**config.mk**
```make
export PLATFORM = sky130hd
export DESIGN_NAME = dmem_ctrl
export DESIGN_NICKNAME = d
export VERILOG_FILES = /design/src/rtl/dmem_ctrl.sv
export SDC_FILE = /design/constraint.sdc
export NUM_CORES = 1
export LEC_CHECK = 0
export CAP_MARGIN = 20
export CORE_UTILIZATION = 40
export CTS_CLUSTER_DIAMETER = 50
export CTS_CLUSTER_SIZE = 25
export DETAILED_ROUTE_END_ITERATION = 8
export GPL_TIMING_DRIVEN = 0
export PLACE_DENSITY = 0.83
export SYNTH_ARGS = -nofsm -noshare
export SYNTH_HDL_FRONTEND = slang
export SYNTH_SLANG_ARGS = --single-unit
export TNS_END_PERCENT = 10
```
**constraint.sdc**
```tcl
create_clock -name CLK -period 2.56 [get_ports CLK]
set_clock_uncertainty 0.05 [all_clocks]
set_input_delay 0.768 -clock CLK [delete_from_list [all_inputs] [get_ports CLK]]
set_output_delay 0.768 -clock CLK [all_outputs]
set_load 0.005 [all_outputs]
```
**src/rtl/dmem_ctrl.sv**
```systemverilog
// dmem_ctrl: data-memory access sequencer for the RV32I M stage.
// Turns one load or store into a single-port bus transaction and stalls the
// pipeline while it is outstanding. Load data comes back lane-aligned and
// sign- or zero-extended.
module dmem_ctrl (
    input  logic        CLK,
    input  logic        RST,
    input  logic        LD_REQ,
    input  logic [31:0] LD_ADDR,
    input  logic [2:0]  LD_FUNCT3,
    input  logic        ST_REQ,
    input  logic [31:0] ST_ADDR,
    input  logic [3:0]  ST_STRB,
    input  logic [31:0] ST_DATA,
    output logic        STALL,
    output logic        DATA_RDVALID,
    output logic [31:0] DATA_RDDATA,
    output logic        MISALIGN,
    output logic        MEM_REQ,
    output logic        MEM_WE,
    output logic [31:0] MEM_ADDR,
    output logic [3:0]  MEM_STRB,
    output logic [31:0] MEM_WDATA,
    input  logic        MEM_GNT,
    input  logic        MEM_RVALID,
    input  logic [31:0] MEM_RDATA
);

    localparam logic [1:0] S_IDLE  = 2'd0;
    localparam logic [1:0] S_REQ   = 2'd1;
    localparam logic [1:0] S_RWAIT = 2'd2;
    localparam logic [1:0] S_DONE  = 2'd3;

    localparam logic [2:0] F_LB  = 3'b000;
    localparam logic [2:0] F_LH  = 3'b001;
    localparam logic [2:0] F_LW  = 3'b010;
    localparam logic [2:0] F_LBU = 3'b100;
    localparam logic [2:0] F_LHU = 3'b101;

    logic [1:0]  state;
    logic [2:0]  ld_funct3_q;
    logic [1:0]  ld_lane_q;
    logic        is_load_q;
    logic        misalign_q;
    logic [31:0] rddata_q;
    logic        mem_req_q;
    logic        mem_we_q;
    logic [31:0] mem_addr_q;
    logic [3:0]  mem_strb_q;
    logic [31:0] mem_wdata_q;

    logic        ld_misalign;
    logic [7:0]  rd_byte;
    logic [15:0] rd_half;
    logic [31:0] rd_ext;

    // Classify the incoming load: misaligned halfword/word or undefined type.
    // NOTE: every signal assigned in always_comb gets a default first so no
    // path leaves it unassigned and no latch is inferred.
    always_comb begin
        ld_misalign = 1'b0;
        case (LD_FUNCT3)
            F_LB, F_LBU: ld_misalign = 1'b0;
            F_LH, F_LHU: ld_misalign = LD_ADDR[0];
            F_LW:        ld_misalign = |LD_ADDR[1:0];
            default:     ld_misalign = 1'b1;
        endcase
    end

    // Select the addressed lane of the read word and extend it per load type.
    always_comb begin
        rd_byte = 8'h00;
        rd_half = ld_lane_q[1] ? MEM_RDATA[31:16] : MEM_RDATA[15:0];
        rd_ext  = 32'h0;
        case (ld_lane_q)
            2'd0: rd_byte = MEM_RDATA[7:0];
            2'd1: rd_byte = MEM_RDATA[15:8];
            2'd2: rd_byte = MEM_RDATA[23:16];
            2'd3: rd_byte = MEM_RDATA[31:24];
            default: rd_byte = 8'h00;
        endcase
        case (ld_funct3_q)
            F_LB:    rd_ext = {{24{rd_byte[7]}}, rd_byte};
            F_LBU:   rd_ext = {24'h0, rd_byte};
            F_LH:    rd_ext = {{16{rd_half[15]}}, rd_half};
            F_LHU:   rd_ext = {16'h0, rd_half};
            F_LW:    rd_ext = MEM_RDATA;
            default: rd_ext = 32'h0;
        endcase
    end

    // Sequencer: accept a request in IDLE, run the bus handshake, report in DONE.
    // NOTE: state registers use non-blocking assignments so every flop samples
    // the pre-edge values regardless of statement order.
    always_ff @(posedge CLK) begin
        if (RST) begin
            state       <= S_IDLE;
            ld_funct3_q <= 3'b000;
            ld_lane_q   <= 2'b00;
            is_load_q   <= 1'b0;
            misalign_q  <= 1'b0;
            rddata_q    <= 32'h0;
            mem_req_q   <= 1'b0;
            mem_we_q    <= 1'b0;
            mem_addr_q  <= 32'h0;
            mem_strb_q  <= 4'h0;
            mem_wdata_q <= 32'h0;
        end else begin
            case (state)
                S_IDLE: begin
                    if (ST_REQ) begin
                        // Stores win over a simultaneous load request.
                        is_load_q  <= 1'b0;
                        misalign_q <= 1'b0;
                        if (ST_STRB != 4'h0) begin
                            mem_req_q   <= 1'b1;
                            mem_we_q    <= 1'b1;
                            mem_addr_q  <= ST_ADDR & ~32'h3;
                            mem_strb_q  <= ST_STRB;
                            mem_wdata_q <= ST_DATA;
                            state       <= S_REQ;
                        end else begin
                            state <= S_DONE;
                        end
                    end else if (LD_REQ) begin
                        is_load_q   <= 1'b1;
                        ld_funct3_q <= LD_FUNCT3;
                        ld_lane_q   <= LD_ADDR[1:0];
                        // Cleared here so a skipped (misaligned) load returns 0.
                        rddata_q    <= 32'h0;
                        if (ld_misalign) begin
                            misalign_q <= 1'b1;
                            state      <= S_DONE;
                        end else begin
                            misalign_q <= 1'b0;
                            mem_req_q  <= 1'b1;
                            mem_we_q   <= 1'b0;
                            mem_addr_q <= LD_ADDR & ~32'h3;
                            mem_strb_q <= 4'h0;
                            state      <= S_REQ;
                        end
                    end
                end
                S_REQ: begin
                    if (MEM_GNT) begin
                        mem_req_q <= 1'b0;
                        state     <= mem_we_q ? S_DONE : S_RWAIT;
                    end
                end
                S_RWAIT: begin
                    if (MEM_RVALID) begin
                        rddata_q <= rd_ext;
                        state    <= S_DONE;
                    end
                end
                // DONE ignores LD_REQ/ST_REQ: they still name the finished instruction.
                default: state <= S_IDLE;
            endcase
        end
    end

    // Stall the pipeline while a request is pending or in flight.
    always_comb begin
        STALL = 1'b0;
        if (!RST) begin
            STALL = ((state == S_IDLE) && (LD_REQ || ST_REQ)) ||
                    (state == S_REQ) || (state == S_RWAIT);
        end
    end

    assign DATA_RDVALID = (state == S_DONE) && is_load_q;
    assign MISALIGN     = (state == S_DONE) && misalign_q;
    assign DATA_RDDATA  = rddata_q;
    assign MEM_REQ      = mem_req_q;
    assign MEM_WE       = mem_we_q;
    assign MEM_ADDR     = mem_addr_q;
    assign MEM_STRB     = mem_strb_q;
    assign MEM_WDATA    = mem_wdata_q;

endmodule

```
==> run summary <==
Outcome - complete, no violations
Vias post-DR - 5316
Antenna Nets Post-Route - 0
Fmax - 0.404 GHz
Total gr overflow - 0
Synth Instances - 595
First-pass DRT Iterations - 5
Routed WL - 16600 microns
P_int - 4.00 mW
Headroom to the max-slew limit - 57.8%
Final Max Slew Viols - 0
Psw - 2.08 mW
First-pass GRT wire length - 25800 microns
Largest net degree at the start of global routing - 20
Worst R2R Start - state[0]$_SDFFE_PP0P_
Initial core utilization - 41.5%
P_leak - 3.03 nW
Yosys warnings - 0
Port Buffers - 241
Post-route DRC - 0
Num CTS Buffers - 9
GPL Wtd Cong - 0.873
Worst hold path stage count - 2
Final Hold Fails - 0
CTS max path bufs - 2
Synth Area per Inst - 9.34 sq um
Worst-Margin Slew - 631 ps
Hold WS - 405 ps
Fill cells - 1147
Number of global-route vias before repair - 5078
Reg2reg end - DATA_RDDATA[30]$_SDFFE_PP0P_
Post-synth cell types - 51
Setup Crit Path Kind - input port to primary output
Nets@finish - 994
Sink Count - 109
CTS tree - yes
Number of H-tree levels - 3
Worst Hold Endpoint - MEM_WDATA[17]$_SDFFE_PP0P_
Worst IR drop on VDD - 0.444 mV
Die height - 120 microns
Share of cells above drive strength 1 - 17.1%
Primary FF master, synth - dfxtp_1
Sequential area share after synthesis - 39.3%
RSZ-0062 raised after global routing - false
Row cnt - 42
DR vias/cell - 5.16
Min-delay src - MEM_WDATA[17]$_SDFFE_PP0P_
R2r setup slk - 310 ps
Final Critical Period - 2480 ps
CTS Root Cell - clkbuf_16
DR iter-0 viols - 336
Core area - 13400 sq um
Worst setup EP type - primary output
Tcrit/Tclk final - 96.7%
Initial antenna violation count - 1
Worst EP arrival - 1660 ps
Area grow syn2layout - 53.4%
Setup-failing EPs final - 0
Number of I/O pins - 246
Reg2reg path depth - 8
Die area - 14400 sq um
Detailed Place HPWL - 12700 microns
Worst min path class - register to register
Seq cells post-synth - 109
Switching Share - 34.2%
Die W - 120 microns
Power per cell area - 714 nW/um^2
Hold-fix buffers at CTS - 0
Clock power share - 23.3%
Sequential share of power - 35.4%
Worst EP required - 1740 ps
Critical Path Start Type - input port
Post-Syn Area - 5560 sq um
Routed wire per std cell - 16.1 microns
Clock latency on the worst-skew pair - 350 ps
Max_cap viols - 0
GRT Resource Usage Total - 22.9%
Post-synth ARST share - 0%
Clk slew on worst S/H paths - 80 ps
Post-synth EDFFs - 0
Setup_tns - 0 ps
Comb pwr share - 41.3%
CP Max Fanout - 10
-- area by class of cell --
| type | count | area, sq um | area share [%] |
|---|---|---|---|
| Buffer | 52 | 342 | 4.01 |
| Timing Repair Buffer | 242 | 2410 | 28.3 |
| Sequential cell | 109 | 2180 | 25.6 |
| Clock buffer | 11 | 253 | 2.97 |
| Inverter | 35 | 131 | 1.54 |
| Clock inverter | 5 | 52.6 | 0.617 |
| Tap cell | 176 | 220 | 2.58 |
| Multi-Input combinational cell | 399 | 2920 | 34.3 |
| Antenna cell | 1 | 2.50 | 0.0294 |
-- sequential cells by signal, indices dropped and copies added (netlist names) --
| register | count |
|---|---|
| is_load_q | 1 |
| ld_funct3_q | 3 |
| ld_lane_q | 2 |
| MEM_WDATA | 32 |
| DATA_RDDATA | 32 |
| MEM_REQ | 1 |
| misalign_q | 1 |
| state | 2 |
| MEM_ADDR | 30 |
| MEM_WE | 1 |
| MEM_STRB | 4 |
-- Yosys cell counts, types with 7 or more instances --
library cell	number	area, sq um
nand2_1	85	319
a211oi_2	53	663
a221oi_1	8	70.1
o21ai_1	10	50.1
o21ai_0	19	95.1
buf_2	15	75.1
dfxtp_1	109	2180
nor3b_1	10	75.1
a21oi_1	46	230
a211oi_1	9	67.6
a22o_1	16	140
clkbuf_1	21	78.8
nor2_1	22	82.6
o221ai_1	7	61.3
o2bb2ai_1	16	140
inv_1	34	128
buf_6	7	78.8
mux2i_1	8	80.1
mux2_2	31	349
or3_1	7	43.8
-- critical path, stage by stage --
cell and delay [ps]:
clkdlybuf4s15_2 230, buf_6 130, clkbuf_8 160, o21ai_1 160, a21oi_2 80, buf_2 130
-- power by group through the flow --
stage          Clock [mW]  Sequential, mW  Combinational [mW]
2_1_floorplan           0            2.21                1.37
3_3_place_gp            0            2.18                2.47
3_5_place_dp            0            2.19                2.50
4_1_cts              1.46            2.15                2.51
5_1_grt              1.51            2.19                2.73
6_report             1.41            2.15                2.51
-- layout by cell type (no fill, tap or decap), types with 3 or more instances in the layout --
cell type / count
a211oi_1: 9
mux2i_1: 8
nor2_1: 22
nor3_1: 3
o221ai_1: 7
a211oi_2: 53
nand3b_1: 5
clkbuf_1: 19
clkbuf_8: 6
clkdlybuf4s50_1: 237
nand2_1: 85
or3_1: 7
and2_1: 5
a221oi_1: 8
a21oi_1: 45
o21ai_1: 11
a22o_1: 16
o2bb2ai_1: 16
nor2b_1: 4
o21ai_0: 18
buf_2: 15
buf_4: 6
buf_6: 8
nand2b_1: 5
dfxtp_1: 109
inv_1: 34
ha_1: 4
nor3b_1: 10
clkbuf_16: 9
mux2_2: 31
-- per-stage QoR --
stage | power, mW | cell area, sq um | instances | worst slack [ps] | util [%]
finish | 6.08 | 8520 | 1030 | 84.7 | 63.6
global route | 6.43 | 8520 | 1030 | 4.63 | 63.6
CTS | 6.13 | 8510 | 1029 | 58.4 | 63.5
detailed placement | 4.69 | 8190 | 1013 | -1150 | 61.1
global placement | 4.65 | 8190 | 1013 | -1150 | 61.1
floorplan | 3.58 | 5560 | 596 | 271 | -
-- layer usage --
layer / global-route usage (%) / vias to the layer above / part of all wire [%]
met5: 0 / - / 0
met2: 38.1 / 215 / 48
met1: 27.3 / 2412 / 42
met3: 6.84 / 41 / 7.8
met4: 9.77 / 0 / 2.9
li1: - / 2648 / -
-- worst max path at each step --
stage | startpoint | to | slack (ps)
after global routing | MEM_RDATA[31] | DATA_RDDATA[26]$_SDFFE_PP0P_ | 5
after CTS | ST_REQ | STALL | 60
after floorplan | ST_REQ | STALL | 270
after global placement | ST_REQ | STALL | -1150
after detailed placement | ST_REQ | STALL | -1150
final | ST_REQ | STALL | 80
-- kinds of logic after synthesis --
kind of cell | synth area share [%]
and+or+nand+nor | 13.3
buffers and inverters | 8.29
AOI/OAI and AO/OA | 29.8
DFF | 39.3
other | 0.0675
muxes | 8.13
adders and majority gates | 1.13
-- repair_timing --
item | in CTS | in global routing
gates resized for setup | 15 | 2
setup endpoints to repair | 1 | 1
buffers inserted | 1 | 0
pin swaps | 1 | 0
hold endpoints to repair | 0 | 0
Note: power is estimated with default switching activity, not from simulation.
